### config.mk
export PLATFORM = sky130hd
export DESIGN_NAME = echo_tof_detector
export DESIGN_NICKNAME = d
export VERILOG_FILES = /design/src/rtl/usonic_pkg.sv /design/src/rtl/abs_sat.sv /design/src/rtl/echo_tof_detector.sv
export SDC_FILE = /design/constraint.sdc
export NUM_CORES = 1
export LEC_CHECK = 0
export ABC_AREA = 1
export CORE_ASPECT_RATIO = 0.9
export CORE_MARGIN = 4
export CORE_UTILIZATION = 35
export CTS_BUF_LIST = sky130_fd_sc_hd__clkbuf_8
export DETAILED_ROUTE_END_ITERATION = 10
export PLACE_DENSITY_LB_ADDON = 0.08
export RECOVER_POWER = 25
export SYNTH_ARGS = -nofsm -noshare
export SYNTH_HDL_FRONTEND = slang
export SYNTH_SLANG_ARGS = --single-unit
### constraint.sdc
create_clock -name SYS_CLK -period 4.5 [get_ports SYS_CLK]
set_input_delay 0.9 -clock SYS_CLK [delete_from_list [all_inputs] [get_ports SYS_CLK]]
set_output_delay 0.9 -clock SYS_CLK [all_outputs]
set_load 0.01 [all_outputs]
### src/rtl/usonic_pkg.sv
// Shared definitions for the ultrasonic echo time-of-flight detector.
// Holds the measurement state encoding and the default parameter values.
package usonic_pkg;

    typedef enum logic [1:0] {
        ST_IDLE  = 2'd0,
        ST_BLANK = 2'd1,
        ST_ARMED = 2'd2
    } state_t;

    localparam int DEF_DATA_W     = 30;
    localparam int DEF_CNT_W      = 20;
    localparam int DEF_HOLDOFF    = 7000;
    localparam int DEF_MAX_WINDOW = 980000;
    localparam int DEF_N_CONSEC   = 3;

endpackage

### src/rtl/abs_sat.sv
// Saturating magnitude of a signed sample, one bit narrower than the input.
// The most-negative input has no positive counterpart, so it maps to all-ones.
module abs_sat #(
    parameter int W = 30
) (
    input  logic [W-1:0] din,
    output logic [W-2:0] mag
);

    // Low bits of -din depend only on low bits of din, so negate the narrow slice.
    always_comb begin
        if (!din[W-1]) begin
            mag = din[W-2:0];
        end else if (din[W-2:0] == '0) begin
            mag = '1;
        end else begin
            mag = ~din[W-2:0] + (W-1)'(1);
        end
    end

endmodule

### src/rtl/echo_tof_detector.sv
// Measures time from burst start to echo onset: blanks for HOLDOFF cycles, then
// looks for N_CONSEC consecutive valid samples at or above THRESH, or times out.
module echo_tof_detector
    import usonic_pkg::*;
#(
    parameter int DATA_W     = DEF_DATA_W,
    parameter int CNT_W      = DEF_CNT_W,
    parameter int HOLDOFF    = DEF_HOLDOFF,
    parameter int MAX_WINDOW = DEF_MAX_WINDOW,
    parameter int N_CONSEC   = DEF_N_CONSEC
) (
    input  logic              SYS_CLK,
    input  logic              RST,
    input  logic              ENA,
    input  logic              BURST_START,
    input  logic [DATA_W-1:0] DIN,
    input  logic              DIN_VALID,
    input  logic [DATA_W-2:0] THRESH,
    output logic [CNT_W-1:0]  TOF,
    output logic [DATA_W-2:0] PEAK,
    output logic              TOF_VALID,
    output logic              TIMEOUT,
    output logic              BUSY
);

    localparam int RUN_W = $clog2(N_CONSEC + 1);

    state_t             state_q, state_d;
    logic [CNT_W-1:0]   cnt_q, cnt_d;
    logic [RUN_W-1:0]   run_q, run_d;
    logic [CNT_W-1:0]   onset_q, onset_d;
    logic [DATA_W-2:0]  peak_q, peak_d;
    logic [CNT_W-1:0]   tof_q, tof_d;
    logic [DATA_W-2:0]  pk_out_q, pk_out_d;
    logic               tof_valid_q, tof_valid_d;
    logic               timeout_q, timeout_d;

    logic [DATA_W-2:0]  mag;
    logic [DATA_W-2:0]  peak_upd;
    logic [CNT_W-1:0]   cnt_inc;
    logic [RUN_W-1:0]   run_inc;
    logic               over;
    logic               detect;

    abs_sat #(.W(DATA_W)) u_abs_sat (
        .din (DIN),
        .mag (mag)
    );

    always_comb begin
        over     = DIN_VALID && (mag >= THRESH);
        peak_upd = (mag > peak_q) ? mag : peak_q;
        cnt_inc  = (cnt_q == '1) ? cnt_q : cnt_q + CNT_W'(1);
        run_inc  = run_q + RUN_W'(1);

        state_d     = state_q;
        cnt_d       = cnt_q;
        run_d       = run_q;
        onset_d     = onset_q;
        peak_d      = peak_q;
        tof_d       = tof_q;
        pk_out_d    = pk_out_q;
        tof_valid_d = 1'b0;
        timeout_d   = 1'b0;
        detect      = 1'b0;

        // Disable beats everything; a burst start in any state (re)starts a measurement.
        if (!ENA) begin
            state_d = ST_IDLE;
        end else if (BURST_START) begin
            state_d = ST_BLANK;
            cnt_d   = '0;
            run_d   = '0;
            onset_d = '0;
            peak_d  = '0;
        end else begin
            case (state_q)
                ST_BLANK: begin
                    cnt_d = cnt_inc;
                    if (cnt_q == CNT_W'(HOLDOFF - 1)) begin
                        state_d = ST_ARMED;
                    end
                end
                ST_ARMED: begin
                    cnt_d = cnt_inc;
                    if (DIN_VALID) begin
                        peak_d = peak_upd;
                        if (over) begin
                            run_d = run_inc;
                            if (run_q == '0) begin
                                onset_d = cnt_q;
                            end
                            if (run_inc == RUN_W'(N_CONSEC)) begin
                                detect      = 1'b1;
                                tof_d       = (run_q == '0) ? cnt_q : onset_q;
                                pk_out_d    = peak_upd;
                                tof_valid_d = 1'b1;
                                run_d       = '0;
                                state_d     = ST_IDLE;
                            end
                        end else begin
                            run_d = '0;
                        end
                    end
                    // A detection on the final window cycle takes precedence over timeout.
                    if (!detect && cnt_q == CNT_W'(MAX_WINDOW - 1)) begin
                        timeout_d = 1'b1;
                        run_d     = '0;
                        state_d   = ST_IDLE;
                    end
                end
                default: begin
                end
            endcase
        end
    end

    always_ff @(posedge SYS_CLK) begin
        if (RST) begin
            state_q     <= ST_IDLE;
            cnt_q       <= '0;
            run_q       <= '0;
            onset_q     <= '0;
            peak_q      <= '0;
            tof_q       <= '0;
            pk_out_q    <= '0;
            tof_valid_q <= 1'b0;
            timeout_q   <= 1'b0;
        end else begin
            state_q     <= state_d;
            cnt_q       <= cnt_d;
            run_q       <= run_d;
            onset_q     <= onset_d;
            peak_q      <= peak_d;
            tof_q       <= tof_d;
            pk_out_q    <= pk_out_d;
            tof_valid_q <= tof_valid_d;
            timeout_q   <= timeout_d;
        end
    end

    assign TOF       = tof_q;
    assign PEAK      = pk_out_q;
    assign TOF_VALID = tof_valid_q;
    assign TIMEOUT   = timeout_q;
    assign BUSY      = (state_q != ST_IDLE);

endmodule

# After elaboration in Yosys (flattened, before gate mapping)
# Index checks and enable logic that the tools add are counted.
[totals]
output_inout_bits = 52
register_bits = 124
input_bits = 64
word_cells = 92
[op_classes]
n_bitwise = 4
addsub = 3
muxes = 34
order_cmp = 2
n_eq_ne = 15
n_reduce_logical = 24
[ops]
columns = ["op", "n"]
rows = [
  ["2-to-1 mux 29 bit", 6],
  ["2-to-1 mux 20 bit", 8],
  ["equality test 20 bit (second input constant)", 2],
  ["adder 29 x 1 -> 29 bit (second input constant)", 1],
  [">= comparator 29 bit", 1],
  ["greater-than comparator 29 bit", 1],
  ["logical NOT 29 bit", 1],
  ["inverter 29 bit", 1],
  ["2-to-1 mux 2 bit", 11],
  ["adder 20 x 1 -> 20 bit (second input constant)", 1],
  ["equality test 20 x 13 -> 1 bit (second input constant)", 1],
  ["inequality test 3 bit (second input constant)", 4],
  ["inequality test 4 bit (second input constant)", 3],
  ["nonzero test 2 bit", 6],
  ["AND reduction 5 bit", 2],
  ["AND reduction 3 bit", 3],
  ["2-to-1 mux 1 bit", 8],
  ["AND reduction 6 bit", 1],
  ["nonzero test 3 bit", 2],
  ["equality test 2 bit (second input constant)", 2],
  ["inequality test 2 bit (second input constant)", 2],
  ["one-hot mux 2 bit (2 select lines)", 1],
  ["AND reduction 4 bit", 1],
  ["OR reduction 2 bit", 2],
  ["8 further kinds", 11],
]

# Longest topological paths before layout
[depth]
depth_word = 16
depth_mapped = 30
mapped_depth_nobuf = 28

# Modules after synthesis
# From an unflattened synthesis, not the netlist that was laid out.
[unflattened]
cells_unflattened = 1336
area_unflattened_um2 = 8430.6
[modules_own_cells]
columns = ["mod", "n_inst", "cells_each", "seq_area_each_um2", "area_each_um2"]
rows = [
  ["echo_tof_detector", 1, 1126, 2482.4, 7373.3],
  ["abs_sat", 1, 210, 0.0, 1057.3],
]

# Worst setup path before layout
# OpenSTA, ideal clock, no wires.
[synth_path]
kind = "input to register"
from = "input DIN[0]"
to = "register pk_out_q[20] (netlist: PEAK[20])"
arrival_time_ns = 3.463
cell_stages = 22
t_required_ns = 4.383
setup_time_ns = 0.117
path_slack_ns = 0.920
n_path_buf = 3
path_cell_list = "inv_1 > ha_1 > nand3_2 > inv_2 > nand3b_2 > inv_2 > nand3_2 > nor3_4 > buf_6 > nor2_2 > inv_1 > ha_1 > nand2_1 > or3_1 > nor3_1 > inv_1 > nand2_1 > buf_4 > buf_6 > nand2_1 > a21oi_1 > nor2_1"
[synth_between]
elab_chain_cells = 7
elab_cells_between_ends = 10
classes_between = "1 x add/sub; 2 x order compare; 3 x mux; 1 x bitwise; 3 x reduce/logical"
[synth_lines]
columns = ["item", "line_no", "text"]
rows = [
  ["start, declared", "echo_tof_detector.sv:16", "input logic [DATA_W-1:0] DIN,"],
  ["inverter 29 bit", "abs_sat.sv:17", "mag = ~din[W-2:0] + (W-1)'(1);"],
  ["adder 29 x 1 -> 29 bit", "abs_sat.sv:17", ""],
  ["2-to-1 mux 29 bit", "abs_sat.sv:14", "end else if (din[W-2:0] == '0) begin"],
  ["2-to-1 mux 29 bit (*)", "abs_sat.sv:12", "if (!din[W-1]) begin"],
  [">= comparator 29 bit", "echo_tof_detector.sv:51", "over = DIN_VALID && (mag >= THRESH);"],
  ["logical AND 1 bit", "echo_tof_detector.sv:51", ""],
  ["AND reduction 6 bit (no source line)", "-", ""],
  ["end signal, assigned", "echo_tof_detector.sv:136", "pk_out_q <= pk_out_d;"],
  ["end, declared", "echo_tof_detector.sv:34", "logic [DATA_W-2:0] pk_out_q, pk_out_d;"],
]
# Every way passes the cells marked *; elsewhere a longest branch is shown, timed or not.
# A chain may end at the register's enable or synchronous reset.

# Worst setup path in the final report
[layout_path]
from = "input DIN[0]"
to = "register pk_out_q[4] (netlist: PEAK[4])"
# Same word-level chain as after synthesis.

==> PnR_summary.wiki <==
{| class="wikitable"
! Metric !! Value
|-
| Run status || completed
|-
| Maximum clock frequency || 247 MHz
|-
| Data required time at the worst endpoint || 4.84 ns
|-
| Startpoint kind of the worst setup timing path || input port
|-
| Stage delay of the slowest cell on the critical path || 0.48 ns
|-
| Placed wire-length estimate after detailed placement || 19500 um
|-
| I/O pins || 116
|-
| Average cell area after synthesis || 6.23 sq um
|-
| Maximum level of the CTS H-tree || 4
|-
| Worst Hold Class || reg -> reg
|-
| Most instantiated flip-flop cell in the synthesis netlist || dfxtp_1
|-
| Number of remaining DRC errors || 0
|-
| Area growth from synthesis to final layout || 25.1%
|-
| EDFF count, synth || 0
|-
| TritonCTS clock tree || done
|-
| Num CTS Buffers || 17
|-
| Global placement routability congestion || 0.920
|-
| Number of cells traversed by the worst register-to-register path || 15
|-
| Post-route ant nets || 0
|-
| Number of global-route vias before repair || 7985
|-
| GRT Util Overall || 19.0%
|-
| Part of the Yosys area used for sequential elements || 29.5%
|-
| Normalized max-slew margin || 29.3%
|-
| Slowest library cell on the worst path || clkdlybuf4s50_1
|-
| Total design power || 2.57 mW
|-
| Most frequent CP cell || nand2_1
|-
| Fraction of registers with async set or reset after synthesis || 0%
|-
| Leakage power || 4.73 nW
|-
| Worst setup EP type || register
|-
| Hold Crit Endpoint || onset_q[12]$_SDFFE_PP0P_
|-
| Total of flip-flops plus latches after synthesis || 124
|-
| Number of max-capacitance violations reported || 0
|-
| Worst Setup Slack, final || 0.449 ns
|-
| Rows || 53
|-
| Synthesized instance count || 1353
|-
| Buffers from clock root to sink, at most || 2
|-
| Power density over cell area || 244 nW/um^2
|-
| Worst Setup Slack post-DPL || -0.109 ns
|-
| Clock insertion delay at the later pin of the skew report || 0.44 ns
|-
| Overall overflow remaining after global route || 0
|-
| Hold buffer count at CTS || 0
|-
| Number of detailed-route iterations in the first pass || 5
|-
| RSZ-0062 raised after global routing || false
|-
| Worst IR Drop VDD || 180 uV
|-
| Vias per inst || 4.80
|-
| Endpoint of the most critical register-to-register path || PEAK[4]$_SDFFE_PP0P_
|-
| Cell at the root of the clock tree || clkbuf_8
|-
| Warnings, synthesis || 0
|-
| Hold violation total from the final report || 0
|-
| Number of nets at the end of the flow || 1609
|-
| Post-cts gate resize count || 0
|-
| Setup repair bufs after CTS || 0
|-
| Startpoint of the worst hold path || onset_q[12]$_SDFFE_PP0P_
|-
| Initial DRC count || 648
|-
| Part of the cycle the worst path needs || 90.0%
|-
| Antenna Cells || 0
|-
| Initial standard-cell utilization of the core || 35.8%
|-
| Clock skew after layout || 0.0202 ns
|-
| Via count of the routed design || 8620
|-
| Fraction of final layout cells with drive strength greater than 1 || 8.17%
|-
| Die width || 172 um
|-
| Global-route wire length before repair || 40800 um
|-
| Setup TNS after final layout || 0 ns
|-
| Crit-path max FO || 16
|-
| Post-Syn Nets || 1480
|-
| Die Footprint || 26600 sq um
|-
| Pin count of the biggest net entering global routing || 85
|-
| Routed wire length || 25400 um
|-
| Clock Sink Count || 124
|-
| Count of different cell masters after synthesis || 38
|-
| Count of cells along the worst hold path || 2
|-
| Pins over their slew limit || 0
|-
| Post-layout min period || 4.05 ns
|-
| Final routed wire length divided by cell count || 14.1 um
|-
| Setup CP Type || in -> reg
|-
| Chip Height || 155 um
|-
| Reg2reg setup slack || 2.20 ns
|-
| Total of endpoints with negative setup slack in the final report || 0
|-
| Reg2Reg Launch Point || peak_q[20]$_SDFFE_PP0P_
|-
| Total core area || 23500 sq um
|-
| Slew at the pin closest to its max-slew limit || 1.06 ns
|-
| Count of input and output buffers || 115
|-
| Post-synthesis instance area || 8430 sq um
|-
| Clock slew at reported path FFs || 0.08 ns
|-
| Antenna violations before repair || 1
|-
| Worst endpoint data arrival time || 4.39 ns
|}
worst max-delay path, delay by kind of cell:
kind	cells	cell delay (ns)
fa+ha+maj	2	0.52
simple gates	14	1.47
compound gates	1	0.16
buf+inv	9	1.33
cell type report:
type,instances,area (sq um)
Tap cell,302,378
Inverter,209,785
Clock inverter,13,143
Multi-Input combinational cell,969,4940
Clock buffer,18,248
Fill cell,2463,13000
Sequential cell,124,2480
Timing Repair Buffer,161,1570
kinds of logic after synthesis:
kind of cell	Yosys count	synth area share [%]
AND/OR/NAND/NOR	676	34.3
buffers and inverters	260	12.3
AO/OA/AOI/OAI	214	13.0
flip-flops	124	29.5
adder cells (fa/ha/maj)	63	9.36
XOR/XNOR	16	1.66
worst max path at each step:
| stage | start | depth (start not counted) | slack, ns | end |
|---|---|---|---|---|
| after floorplan | DIN[0] | 22 | 0.92 | PEAK[20]$_SDFFE_PP0P_ |
| after global placement | DIN[0] | 28 | -0.08 | PEAK[0]$_SDFFE_PP0P_ |
| after detailed placement | DIN[0] | 28 | -0.11 | PEAK[0]$_SDFFE_PP0P_ |
| after CTS | DIN[0] | 29 | 0.34 | PEAK[11]$_SDFFE_PP0P_ |
| after global routing | DIN[2] | 25 | 0.02 | PEAK[10]$_SDFFE_PP0P_ |
| final | DIN[0] | 26 | 0.45 | PEAK[4]$_SDFFE_PP0P_ |
sequential cells by signal (all words and copies together) (netlist names):
name / cells
onset_q: 20
run_q: 2
TOF_VALID: 1
TIMEOUT: 1
TOF: 20
state_q: 2
cnt_q: 20
peak_q: 29
PEAK: 29
cells in the final DEF, fill, tap and decap left out, types with 22 or more instances in the layout:
cell	count
a21oi_1	125
buf_4	40
clkdlybuf4s50_1	75
dfxtp_1	124
dlygate4sd3_1	39
ha_1	63
inv_1	202
nand2_1	435
nand3_1	71
nor2_1	82
nor3_1	22
o21ai_0	59
synthesized netlist by cell type (18+ instances only):
cell type	instances	area [sq um]
nand2_1	434	1630
inv_1	202	758
a21oi_1	127	636
dfxtp_1	124	2480
nor2_1	85	319
nand3_1	71	355
ha_1	63	788
o21ai_0	59	295
clkbuf_1	29	109
nor3_1	23	115
o21ai_1	19	95.1
nand4_1	18	113
power by group:
| group | internal, mW | total, mW | switching, mW |
|---|---|---|---|
| Sequential | 1.10 | 1.10 | 0.00180 |
| Clock | 0.506 | 0.991 | 0.486 |
| Combinational | 0.193 | 0.480 | 0.286 |
metrics by stage:
| step | hold WS [ns] | area (sq um) | utilization (%) | instances |
|---|---|---|---|---|
| 2_1_floorplan | 0.440 | 8430 | - | 1353 |
| 5_1_grt | 0.481 | 10500 | 44.8 | 1796 |
| 4_1_cts | 0.463 | 10500 | 44.7 | 1796 |
| 6_report | 0.463 | 10500 | 44.8 | 1796 |
| 3_5_place_dp | 0.451 | 10100 | 43.0 | 1765 |
| 3_3_place_gp | 0.446 | 10100 | 43.0 | 1765 |
metal layers:
metal  vias up  track usage (%)  wire length (um)
li1       4542                -                 -
met1      3855             29.0             13100
met2       209             28.3             10700
met3        14             3.15              1380
met4         0             2.98               148
met5         -                0                 0
(Power assumes the default switching activity.)
